--- src/rtl/clk_div_ctrl_pkg.sv ---
// Shared types and defaults for the programmable clock-divider controller.
// Pulled in by the interface, the half-period counter and the top.
package clk_div_ctrl_pkg;

    localparam int CNT_W_DEF = 8;

    typedef enum logic [1:0] {
        IDLE = 2'd0,
        RUN  = 2'd1,
        STOP = 2'd2
    } state_e;

endpackage

--- src/rtl/clk_div_ctrl_if.sv ---
// Config port of the divider: a new half-period setting offered with valid/ready.
// The controller is the slave; the software-facing side is the master.
interface clk_div_ctrl_if #(
    parameter int CNT_W = clk_div_ctrl_pkg::CNT_W_DEF
) ();

    logic             cfg_valid;
    logic [CNT_W-1:0] cfg_div;
    logic             cfg_ready;

    modport master (
        output cfg_valid,
        output cfg_div,
        input  cfg_ready
    );

    modport slave (
        input  cfg_valid,
        input  cfg_div,
        output cfg_ready
    );

endinterface

--- src/rtl/div_halfcnt.sv ---
// Half-period counter: counts up while enabled and flags the last cycle of a phase
// (count equals the active divide setting), wrapping to zero on that cycle.
module div_halfcnt #(
    parameter int CNT_W = clk_div_ctrl_pkg::CNT_W_DEF
) (
    input  logic             clk_in,
    input  logic             reset,
    input  logic             clear_i,
    input  logic             en_i,
    input  logic [CNT_W-1:0] div_i,
    output logic             last_o
);

    logic [CNT_W-1:0] cnt_q;
    logic [CNT_W-1:0] cnt_d;

    assign last_o = (cnt_q == div_i);

    always_comb begin
        cnt_d = cnt_q;
        if (clear_i) begin
            cnt_d = '0;
        end else if (en_i) begin
            cnt_d = last_o ? '0 : cnt_q + 1'b1;
        end
    end

    always_ff @(posedge clk_in) begin
        if (reset) begin
            cnt_q <= '0;
        end else begin
            cnt_q <= cnt_d;
        end
    end

endmodule

--- src/rtl/clk_div_ctrl.sv ---
// Glitch-free programmable clock divider: ratio changes and start/stop take effect
// only at full-period boundaries (end of the low phase).
module clk_div_ctrl
    import clk_div_ctrl_pkg::*;
#(
    parameter int CNT_W   = CNT_W_DEF,
    parameter int RST_DIV = 0
) (
    input  logic           clk_in,
    input  logic           reset,
    input  logic           run,
    clk_div_ctrl_if.slave  cfg,
    output logic           clk_out,
    output logic           tick,
    output logic           busy
);

    localparam logic [CNT_W-1:0] RST_DIV_V = CNT_W'(RST_DIV);

    state_e           state_q, state_d;
    logic             clk_out_q, clk_out_d;
    logic             tick_q, tick_d;
    logic [CNT_W-1:0] div_act_q, div_act_d;
    logic [CNT_W-1:0] pend_q, pend_d;
    logic             pend_v_q, pend_v_d;

    logic last;
    logic boundary;
    logic accept;
    logic apply;
    logic cnt_clear;
    logic cnt_en;

    div_halfcnt #(
        .CNT_W (CNT_W)
    ) u_halfcnt (
        .clk_in  (clk_in),
        .reset   (reset),
        .clear_i (cnt_clear),
        .en_i    (cnt_en),
        .div_i   (div_act_q),
        .last_o  (last)
    );

    // End of the low phase is the only point where a new period may begin.
    assign boundary = last && !clk_out_q;
    assign accept   = cfg.cfg_valid && !pend_v_q;

    always_ff @(posedge clk_in) begin
        if (reset) begin
            state_q <= IDLE;
        end else begin
            state_q <= state_d;
        end
    end

    always_comb begin
        state_d = state_q;
        case (state_q)
            IDLE: begin
                if (run) state_d = RUN;
            end
            RUN: begin
                if (boundary) begin
                    state_d = run ? RUN : IDLE;
                end else if (!run) begin
                    state_d = STOP;
                end
            end
            STOP: begin
                if (boundary) state_d = IDLE;
            end
            default: state_d = IDLE;
        endcase
    end

    always_comb begin
        clk_out_d = clk_out_q;
        tick_d    = 1'b0;
        apply     = 1'b0;
        cnt_clear = 1'b0;
        cnt_en    = 1'b0;
        case (state_q)
            IDLE: begin
                cnt_clear = 1'b1;
                clk_out_d = run;
                tick_d    = run;
                apply     = pend_v_q;
            end
            RUN: begin
                cnt_en = 1'b1;
                if (last) begin
                    if (clk_out_q) begin
                        clk_out_d = 1'b0;
                    end else if (run) begin
                        clk_out_d = 1'b1;
                        tick_d    = 1'b1;
                        apply     = pend_v_q;
                    end else begin
                        clk_out_d = 1'b0;
                    end
                end
            end
            STOP: begin
                // Finish the period already in flight; never start another one.
                cnt_en = 1'b1;
                if (last) clk_out_d = 1'b0;
            end
            default: begin
                cnt_clear = 1'b1;
                clk_out_d = 1'b0;
            end
        endcase
    end

    always_comb begin
        div_act_d = apply ? pend_q : div_act_q;
        pend_d    = accept ? cfg.cfg_div : pend_q;
        pend_v_d  = pend_v_q;
        if (accept) begin
            pend_v_d = 1'b1;
        end else if (apply) begin
            pend_v_d = 1'b0;
        end
    end

    always_ff @(posedge clk_in) begin
        if (reset) begin
            clk_out_q <= 1'b0;
            tick_q    <= 1'b0;
            div_act_q <= RST_DIV_V;
            pend_q    <= '0;
            pend_v_q  <= 1'b0;
        end else begin
            clk_out_q <= clk_out_d;
            tick_q    <= tick_d;
            div_act_q <= div_act_d;
            pend_q    <= pend_d;
            pend_v_q  <= pend_v_d;
        end
    end

    assign cfg.cfg_ready = !pend_v_q;
    assign clk_out       = clk_out_q;
    assign tick          = tick_q;
    assign busy          = (state_q != IDLE);

endmodule

--- src/flat_wrapper.sv ---
// flat-port wrapper written by rule: the top's interface ports become plain ports
module clk_div_ctrl_flat import clk_div_ctrl_pkg::*;
#(
    parameter int CNT_W   = CNT_W_DEF,
    parameter int RST_DIV = 0
)
  (clk_in, reset, run, clk_out, tick, busy, cfg_cfg_valid, cfg_cfg_div, cfg_cfg_ready);
  clk_div_ctrl_if #(.CNT_W(CNT_W)) cfg_i ();
  input  logic clk_in;
  input  logic reset;
  input  logic run;
  output logic clk_out;
  output logic tick;
  output logic busy;
  input wire logic [$bits(cfg_i.cfg_valid)-1:0] cfg_cfg_valid;
  input wire logic [$bits(cfg_i.cfg_div)-1:0] cfg_cfg_div;
  output wire logic [$bits(cfg_i.cfg_ready)-1:0] cfg_cfg_ready;
  assign cfg_i.cfg_valid = cfg_cfg_valid;
  assign cfg_i.cfg_div = cfg_cfg_div;
  assign cfg_cfg_ready = cfg_i.cfg_ready;
  clk_div_ctrl #(.CNT_W(CNT_W), .RST_DIV(RST_DIV)) u_core (.clk_in(clk_in), .reset(reset), .run(run), .cfg(cfg_i), .clk_out(clk_out), .tick(tick), .busy(busy));
endmodule
--- config.mk ---
export PLATFORM = sky130hd
export DESIGN_NAME = clk_div_ctrl_flat
export DESIGN_NICKNAME = d
export VERILOG_FILES = /design/src/rtl/clk_div_ctrl_pkg.sv /design/src/rtl/clk_div_ctrl_if.sv /design/src/rtl/div_halfcnt.sv /design/src/rtl/clk_div_ctrl.sv /design/src/flat_wrapper.sv
export SDC_FILE = /design/constraint.sdc
export NUM_CORES = 1
export LEC_CHECK = 0
export CORE_MARGIN = 4
export CORE_UTILIZATION = 40
export CTS_BUF_LIST = sky130_fd_sc_hd__clkbuf_4
export DETAILED_ROUTE_END_ITERATION = 10
export MAX_ROUTING_LAYER = met4
export PLACE_DENSITY_LB_ADDON = 0.25
export SYNTH_ARGS = -nofsm -noshare
export SYNTH_HDL_FRONTEND = slang
export SYNTH_SLANG_ARGS = --single-unit
--- constraint.sdc ---
create_clock -name clk_in -period 2.9 [get_ports clk_in]
set_clock_uncertainty 0.05 [all_clocks]
set_input_delay 0.29 -clock clk_in [delete_from_list [all_inputs] [get_ports clk_in]]
set_output_delay 0.29 -clock clk_in [all_outputs]
set_load 0.005 [all_outputs]
# Yosys cells after proc, flatten, opt, wreduce, memory -nomap -nowiden
# Cells that the tools add are included.
classes:
  n_eq_ne: 8
  mux: 21
  n_bitwise: 1
  reduce_logical: 11
  addsub: 1
ops:
  columns: ["cell", "count"]
  rows:
  - ["2-to-1 mux 1 bit", 12]
  - ["adder 8 x 1 -> 8 bit (second input constant)", 1]
  - ["== test 8 bit", 1]
  - ["2-to-1 mux 2 bit", 4]
  - ["2-to-1 mux 8 bit", 1]
  - ["inequality test 2 x 1 -> 1 bit (second input constant)", 3]
  - ["one-hot mux 2 bit (3 select lines)", 1]
  - ["one-hot mux 1 bit (2 select lines)", 2]
  - ["nonzero test 2 bit", 2]
  - ["OR reduction 2 bit", 2]
  - ["inequality test 3 x 2 -> 1 bit (second input constant)", 1]
  - ["one-hot mux 1 bit (3 select lines)", 1]
  - ["AND reduction 3 bit", 1]
  - ["== test 2 x 1 -> 1 bit (second input constant)", 1]
  - ["== test 2 bit (second input constant)", 1]
  - ["logical AND 1 bit", 2]
  - ["zero test 1 bit", 2]
  - ["zero test 2 bit", 1]
  - ["inequality test 2 bit (second input constant)", 1]
  - ["AND reduction 2 bit", 1]
  - ["NOT 1 bit", 1]
totals:
  regBits: 29
  wordCells: 49
  in_bits: 12

# Depth between registers and ports, before layout
# Gate-level depths: netlist of the first run.
depth:
  depth_word: 6
  ltp_mapped: 8

# By module
# Synthesis of the first run repeated with hierarchy kept, for this count alone.
hier_totals:
  cells_unflattened: 179
  area_unflattened_um2: 1559.0
by_module_without_submodules:
  columns: ["mod", "area_each_um2", "cells_per_inst", "seq_area_each_um2", "instances"]
  rows:
  - ["clk_div_ctrl", 1111.1, 130, 420.4, 1]
  - ["div_halfcnt", 447.9, 49, 160.2, 1]

# Worst setup path before layout of the first run
# OpenSTA, ideal clock, no wires.
synth_timing:
  path_type: "flip-flop to flip-flop"
  start: "register u_core.state_q[0]"
  end: "register u_core.div_act_q[1]"
  arrival_time_ps: 1464
  synth_period_minus_slack_ps: 1576
  stages_incl_launch_ff: 9
  slack_ps: 1324
  required_ps: 2788
  cell_sequence: "dfxtp_1 inv_1 ha_1 and2_1 buf_2 buf_6 nor3b_1 o21ai_0 nand3_1"
synth_via:
  elab_chain_len: 2
  word_cells_on_any_way: 3
synth_lines:
  columns: ["item", "line", "source"]
  rows:
  - ["start, declared", "clk_div_ctrl.sv:20", "state_e state_q, state_d;"]
  - ["start signal, assigned", "clk_div_ctrl.sv:53", "state_q <= state_d;"]
  - ["== test 2 x 1 -> 1 bit or zero test 2 bit (tied branches)", "clk_div_ctrl.sv:83", "case (state_q)"]
  - ["one-hot mux 1 bit (2 select lines) *", "clk_div_ctrl.sv:83", null]
  - ["end signal, assigned", "clk_div_ctrl.sv:137", "div_act_q <= div_act_d;"]
  - ["end, declared", "clk_div_ctrl.sv:23", "logic [CNT_W-1:0] div_act_q, div_act_d;"]
# Every way passes the cells marked *; elsewhere a longest branch is shown, timed or not.
# A chain may end at the register's enable or synchronous reset.

# Final worst setup path of the first run
layout_timing:
  start: "register u_core.state_q[0]"
  end: "output busy"
layout_via:
  elab_chain_len: 1
layout_lines:
  columns: ["item", "line", "source"]
  rows:
  - ["nonzero test 2 bit", "clk_div_ctrl.sv:146", "assign busy = (state_q != IDLE);"]
  - ["end, declared", "flat_wrapper.sv:14", "output logic busy;"]
# Every way passes these cells.

==> run summary, run 1 <==
RUN STATUS
-------------------------------------------------------------------------------------------
Run status                                                                        completed

SYNTH
-------------------------------------------------------------------------------------------
Distinct cell type count after synthesis                                                 36
Nets in the synthesized netlist                                                         202
Most repeated cell in the gate-level netlist after synthesis                        dfxtp_1
Mean Syn Cell Area                                                               8.68 sq um
Cell type contributing the most total cell area after synthesis                     dfxtp_1
Async set-reset flop share out of synthesis                                               0
Commonest cells in the synthesized netlist                                     dfxtp_1 (29), nand2_1 (20), nand3_1 (19), nor3b_1 (15), nor2_1 (14)
Synthesized instance count                                                              186
Yosys warning count                                                                       0
Top post-synthesis cells by area                                               dfxtp_1 (36%), nor3b_1 (7.0%), xnor2_1 (6.0%)
Sequential-to-total area share from yosys stat                                        0.360
Fraction of synthesized cell area taken by the top area cell type                     0.360
Most used flip-flop cell after synthesis                                            dfxtp_1
Number of enable-type register cells in the synthesized netlist                           0
Synth Register Bits                                                                      29
Post-Synthesis Cell Area                                                         1610 sq um

STA
-------------------------------------------------------------------------------------------
Number of setup violations in the final report                                            0
Unrepaired setup endpoints after global routing                                       false
Setup Total Neg Slack                                                                  0 ps
Fin crit share                                                                        0.728
Count of pins over their slew limit                                                       0
Worst-case headroom to the max-slew limit                                             0.608
Transition time of the tightest slew-check pin                                       588 ps
Time the worst path needs with I/O delays and setup                                 2110 ps
Number of failing hold endpoints at the final stage                                       0
Peak Freq                                                                           474 MHz

ROUTE
-------------------------------------------------------------------------------------------
Vias                                                                                  1,384
DR DRC count                                                                              0
Vias per Instance                                                                      5.60
Number of design-rule violations left by the first detailed-router iteration            104
Residual antenna-violating net count after detailed routing                               0
Sum of routed wire length over all layers                                      3560 microns
Wire length per cell after detailed routing                                    14.4 microns
Router iterations before antenna repair                                                   4

CLOCK TREE
-------------------------------------------------------------------------------------------
TritonCTS clock tree                                                                   done
Post-CTS Resized                                                                          0
Clock-pin slew of the registers on the worst-case setup and hold paths               100 ps
Total clock sinks                                                                        29
Clk Tree Root Cell                                                                 clkbuf_4
Setup bufs post-CTS                                                                       0
Clock buffer depth                                                                        2
Total of hold buffers inserted after clock tree synthesis                                 0
CTS Buf Count                                                                             5
Clock latency reported for the late side of the worst-skew pair                      330 ps
H-tree levels                                                                             2

SETUP PATH
-------------------------------------------------------------------------------------------
Worst endpoint data arrival time                                                    1770 ps
Type of destination of the critical path                                       primary output
Worst-path maximum fanout                                                                 7
Data required time at the worst endpoint                                            2560 ps
Startpoint Class                                                                  flip-flop
Critical Setup Path Class                                                      flip-flop to primary output

POWER AND IR DROP
-------------------------------------------------------------------------------------------
Switching power total                                                            0.000339 W
Net switching share of the total power                                                0.351
Portion of total power attributed to the clock network                                0.244
Portion of total power attributed to sequential cells                                 0.463
Combinational share of power                                                          0.293
Cell Pwr Density                                                                541 nW/um^2
Peak supply drop                                                                   0.244 mV
Leakage                                                                            0.614 nW
Total internal power                                                             0.000628 W

FLOORPLAN
-------------------------------------------------------------------------------------------
Total I/O pin count                                                                      16
Area of the die                                                                  5120 sq um
Total number of placement rows                                                           22
DIE HEIGHT                                                                     71.5 microns
Placeable Area                                                                   3770 sq um
Die extent in x                                                                71.5 microns
Starting utilization of the core area                                                 0.428

GLOBAL ROUTE
-------------------------------------------------------------------------------------------
Pin count of the biggest net entering global routing                                     26
Total gr overflow                                                                         0
First-pass GRT wire length                                                     6020 microns
Antenna violations before repair                                                          0
Vias in the first global route                                                        1,385
All-Layer GR Usage                                                                    0.151

RUN
-------------------------------------------------------------------------------------------
MaxCap Viol Count                                                                         0

FINISH
-------------------------------------------------------------------------------------------
Design Area, Final                                                               1790 sq um
Proportion of layout cells with a drive suffix above 1                               0.0804
Fillers                                                                                 362
Area added between synthesis and finish                                               10.8%
Diodes inserted                                                                           0
Register Area                                                                     581 sq um
Net total in the final layout                                                           214
Area used by multi-input combinational logic                                      917 sq um

PLACED DESIGN
-------------------------------------------------------------------------------------------
Instance area at placement                                                       1740 sq um
Buffers on Ports                                                                         15
Post-detailed-placement half-perimeter wirelength                              2510 microns
Final weighted congestion in routability-driven placement                             0.886

HOLD PATH
-------------------------------------------------------------------------------------------
Class of the worst hold path                                                   flip-flop to flip-flop

power groups by stage:
stage / Sequential [W] / Combinational, W / Clock [W]
4_1_cts: 0.000448 / 0.000283 / 0.000243
2_1_floorplan: 0.000451 / 0.000228 / 0
6_report: 0.000448 / 0.000283 / 0.000236
5_1_grt: 0.000453 / 0.000307 / 0.000257
3_5_place_dp: 0.000457 / 0.000282 / 0
3_3_place_gp: 0.000455 / 0.000273 / 0
registers in the layout, indices dropped and copies added, names as in the netlist:
register,cells
u_core.div_act_q,8
u_core.pend_q,8
u_core.u_halfcnt.cnt_q,8
u_core.state_q,2
u_core.clk_out,1
u_core.pend_v_q,1
u_core.tick,1
final cells by class:
| type | count | area share |
|---|---|---|
| multi-input cells | 140 | 0.513 |
| flip-flops and latches | 29 | 0.325 |
| repair buffers | 16 | 0.0882 |
| well taps | 48 | 0.0336 |
| clock buffers | 5 | 0.0210 |
| inverters | 6 | 0.0126 |
| clock inverters | 3 | 0.00700 |
routing by layer:
layer | track usage | wire length [microns] | up-vias
li1 | - | - | 686
met1 | 0.166 | 1610 | 660
met2 | 0.257 | 1750 | 31
met3 | 0.0393 | 149 | 7
met4 | 0.0647 | 53 | 0
met5 | - | 0 | -
worst max-delay path, cell delays in order (launching register included):
cell             delay, ps
dfxtp_1                380
inv_1                   90
ha_1                   290
inv_1                  160
clkdlybuf4s50_1        530
kinds of logic after synthesis:
family,count (synthesis),share of synthesized area
compound gates,35,0.143
xor+xnor,14,0.0806
fa+ha+maj,4,0.0310
buf+inv,17,0.0721
flops,29,0.360
mux,1,0.00620
simple gates,86,0.307
layout by cell type, fill, tap and decap left out, types with 2 or more instances in the layout:
master,synthesis,routed
o21ai_0,9,9
clkbuf_4,0,5
a32oi_1,8,8
nor3_1,4,4
nand2_1,20,20
xnor2_1,11,11
nor2_1,14,14
clkinv_1,1,3
a21oi_1,12,12
inv_1,5,5
and4_1,2,2
clkdlybuf4s50_1,0,15
ha_1,4,4
nand4b_4,2,2
xor2_1,2,2
nor2b_1,2,2
dfxtp_1,29,29
nor3b_1,15,15
nand3_1,19,19
nand4_1,3,3
final timing paths:
kind | startpoint | to | slack [ps] | depth (start not counted)
setup / recovery | u_core.state_q[0] | busy | 790 | 4
hold / removal | u_core.pend_q[2] | u_core.pend_q[2] | 430 | 2
setup reg to reg | u_core.state_q[0] | u_core.div_act_q[7] | 980 | 6
hold reg to reg | u_core.pend_q[2] | u_core.pend_q[2] | 430 | 2
per-stage QoR:
stage               hold slack (ps)  total power (W)   util  worst slack (ps)  instances
finish                          431         0.000967  0.474               789        247
global route                    444          0.00102  0.474               687        247
CTS                             430         0.000975  0.474               776        247
detailed placement              417         0.000739  0.461              1030        239
global placement                410         0.000729  0.461              1120        239
floorplan                       376         0.000678      -              1320        186
Note: power is estimated with default switching activity, not from simulation.
==> inputs of run 2 (changes only) <==
Clock period 2.9 ns to 2.2 ns, I/O delays scaled along.
==> run summary, run 2 (synthesized netlist as in run 1, its figures left out) <==
SETUP PATH
-------------------------------------------------------------------------------------------
Data required time at the worst endpoint                                            1930 ps
Worst reg2reg path startpoint                                                  u_core.state_q[1]
Endpoint of the most critical setup path                                               busy
Number of buffers and inverters on the critical path                                      3
Worst endpoint data arrival time                                                    1740 ps
Worst-path maximum fanout                                                                 7
Stages on worst setup path                                                                4
Largest stage delay on the critical path                                             520 ps
Startpoint Class                                                                  flip-flop
Critical R2R Capture                                                           u_core.div_act_q[1]
Cell occurring most often along the worst timing path                                 inv_1
Cell at the slowest stage of the critical path                                 clkdlybuf4s50_1
Reg2reg setup slack                                                                  340 ps
Startpoint of the worst setup timing path                                      u_core.state_q[0]
Critical Setup Path Class                                                      flip-flop to primary output
Logic depth of the worst register-to-register path                                        6
Delay-heaviest family, CP                                                      buffers and inverters
Critical-path cell list                                                        inv_1 > ha_1 > inv_1 > clkdlybuf4s50_1
Type of destination of the critical path                                       primary output

POWER AND IR DROP
-------------------------------------------------------------------------------------------
Cell Pwr Density                                                                715 nW/um^2
Leakage                                                                            0.624 nW
Total power of the final layout                                                   0.00129 W
Peak supply drop                                                                   0.420 mV

PLACED DESIGN
-------------------------------------------------------------------------------------------
DP Worst Slack                                                                       369 ps
Final weighted congestion in routability-driven placement                             0.915
Post-detailed-placement half-perimeter wirelength                              2560 microns
Buffers on Ports                                                                         15
Placed insts                                                                            241
Instance area at placement                                                       1750 sq um

CLOCK TREE
-------------------------------------------------------------------------------------------
TritonCTS clock tree                                                                   done
H-tree levels                                                                             2
Clk Tree Root Cell                                                                 clkbuf_4
Clock latency reported for the late side of the worst-skew pair                      320 ps
Total of hold buffers inserted after clock tree synthesis                                 0
CTS Buf Count                                                                             5
Total clock sinks                                                                        29
Clock buffer depth                                                                        2
Setup bufs post-CTS                                                                       0
Post-CTS Resized                                                                          0
Clock-pin slew of the registers on the worst-case setup and hold paths                90 ps

FINISH
-------------------------------------------------------------------------------------------
Net total in the final layout                                                           216
Area added between synthesis and finish                                               11.6%
Final non-filler cell total                                                             248
Proportion of layout cells with a drive suffix above 1                               0.0900
Most common cell after layout, fill and taps aside                                  dfxtp_1
Diodes inserted                                                                           0
Most used cells in the layout excluding fill and tap cells                     dfxtp_1 (29), nand2_1 (20), nand3_1 (19), nor3b_1 (15), clkdlybuf4s50_1 (15)
Design Area, Final                                                               1800 sq um
Largest regs                                                                   u_core.div_act_q x8, u_core.pend_q x8, u_core.u_halfcnt.cnt_q x8

GLOBAL ROUTE
-------------------------------------------------------------------------------------------
Most congested layer reported by global routing                                        met2
All-Layer GR Usage                                                                    0.153
Total gr overflow                                                                         0
Antenna violations before repair                                                          0
Met2 track demand over resource in global routing                                     0.230
Pin count of the biggest net entering global routing                                     26
M3 GR Usage                                                                          0.0351
Vias in the first global route                                                        1,337
GR Util met1                                                                          0.196
First-pass GRT wire length                                                     6120 microns

STA
-------------------------------------------------------------------------------------------
Time the worst path needs with I/O delays and setup                                 2010 ps
Fin worst setup slack                                                                185 ps
Worst-case headroom to the max-slew limit                                             0.613
Count of pins over their slew limit                                                       0
Unrepaired setup endpoints after global routing                                       false
Setup Total Neg Slack                                                                  0 ps
Transition time of the tightest slew-check pin                                       579 ps
Number of setup violations in the final report                                            0
Number of failing hold endpoints at the final stage                                       0
Fin crit share                                                                        0.916
Peak Freq                                                                           496 MHz

FLOORPLAN
-------------------------------------------------------------------------------------------
DIE HEIGHT                                                                     71.5 microns
Area of the die                                                                  5120 sq um
Die extent in x                                                                71.5 microns
Total number of placement rows                                                           22
Total I/O pin count                                                                      16
Placeable Area                                                                   3770 sq um
Starting utilization of the core area                                                 0.428

ROUTE
-------------------------------------------------------------------------------------------
Vias per Instance                                                                      5.64
Router iterations before antenna repair                                                   4
Sum of routed wire length over all layers                                      3630 microns
Vias                                                                                  1,399
Number of design-rule violations left by the first detailed-router iteration            111
DR DRC count                                                                              0
Residual antenna-violating net count after detailed routing                               0
Wire length per cell after detailed routing                                    14.6 microns

HOLD PATH
-------------------------------------------------------------------------------------------
Class of the worst hold path                                                   primary input to flip-flop
Start point of the worst hold path                                             cfg_cfg_div[4]

RUN
-------------------------------------------------------------------------------------------
MaxCap Viol Count                                                                         0

RUN STATUS
-------------------------------------------------------------------------------------------
Run status                                                                        completed

run 2: cell count changes in the layout (fill, tap and decap cells not counted):
| cell | before | now |
|---|---|---|
| buf_4 | 1 | 3 |
| clkinv_1 | 3 | 2 |
| clkbuf_4 | 5 | 6 |
| clkinv_2 | 1 | 0 |
run 2: stage by stage:
| step | utilization | hold slack, ps |
|---|---|---|
| after floorplan | - | 306 |
| after global placement | 0.465 | 414 |
| after detailed placement | 0.465 | 416 |
| after CTS | 0.478 | 381 |
| after global routing | 0.478 | 390 |
| final | 0.478 | 386 |
run 2: layer usage:
| metal | up-vias | wire (microns) | share of wire |
|---|---|---|---|
| li1 | 688 | - | - |
| met1 | 664 | 1720 | 0.47 |
| met2 | 38 | 1660 | 0.46 |
| met3 | 9 | 180 | 0.050 |
| met4 | 0 | 67 | 0.018 |
| met5 | - | 0 | 0 |
run 2: worst min path at each step:
stage / end / slack, ps / cells past startpoint
global route: u_core.pend_q[6] / 390 / 3
CTS: u_core.pend_q[4] / 380 / 3
global placement: u_core.pend_q[7] / 410 / 2
detailed placement: u_core.pend_q[5] / 420 / 2
finish: u_core.pend_q[4] / 390 / 3
floorplan: u_core.pend_q[0] / 310 / 2
run 2: power by group:
group | switching, W | total, W | leakage [nW] | internal, W
Clock | 0.000176 | 0.000304 | 0.0292 | 0.000128
Sequential | 0.0000316 | 0.000591 | 0.236 | 0.000559
Combinational | 0.000230 | 0.000394 | 0.359 | 0.000164
Total | 0.000437 | 0.00129 | 0.624 | 0.000851
run 2: final cells by class:
class                      count  area (sq um)
clock inverter                 1          3.75
sequential                    29           581
clock buffer                   6          45.0
timing repair buffer          18           173
tap                           48          60.1
fill                         376          1970
multi-input combinational    140           917
inverter                       6          22.5
run 2: tightest hold or removal path: cells and delay by family:
family                 cells  cell delay (ps)
buffers and inverters      1              400
AO/OA/AOI/OAI              1               50
AND/OR/NAND/NOR            1               50
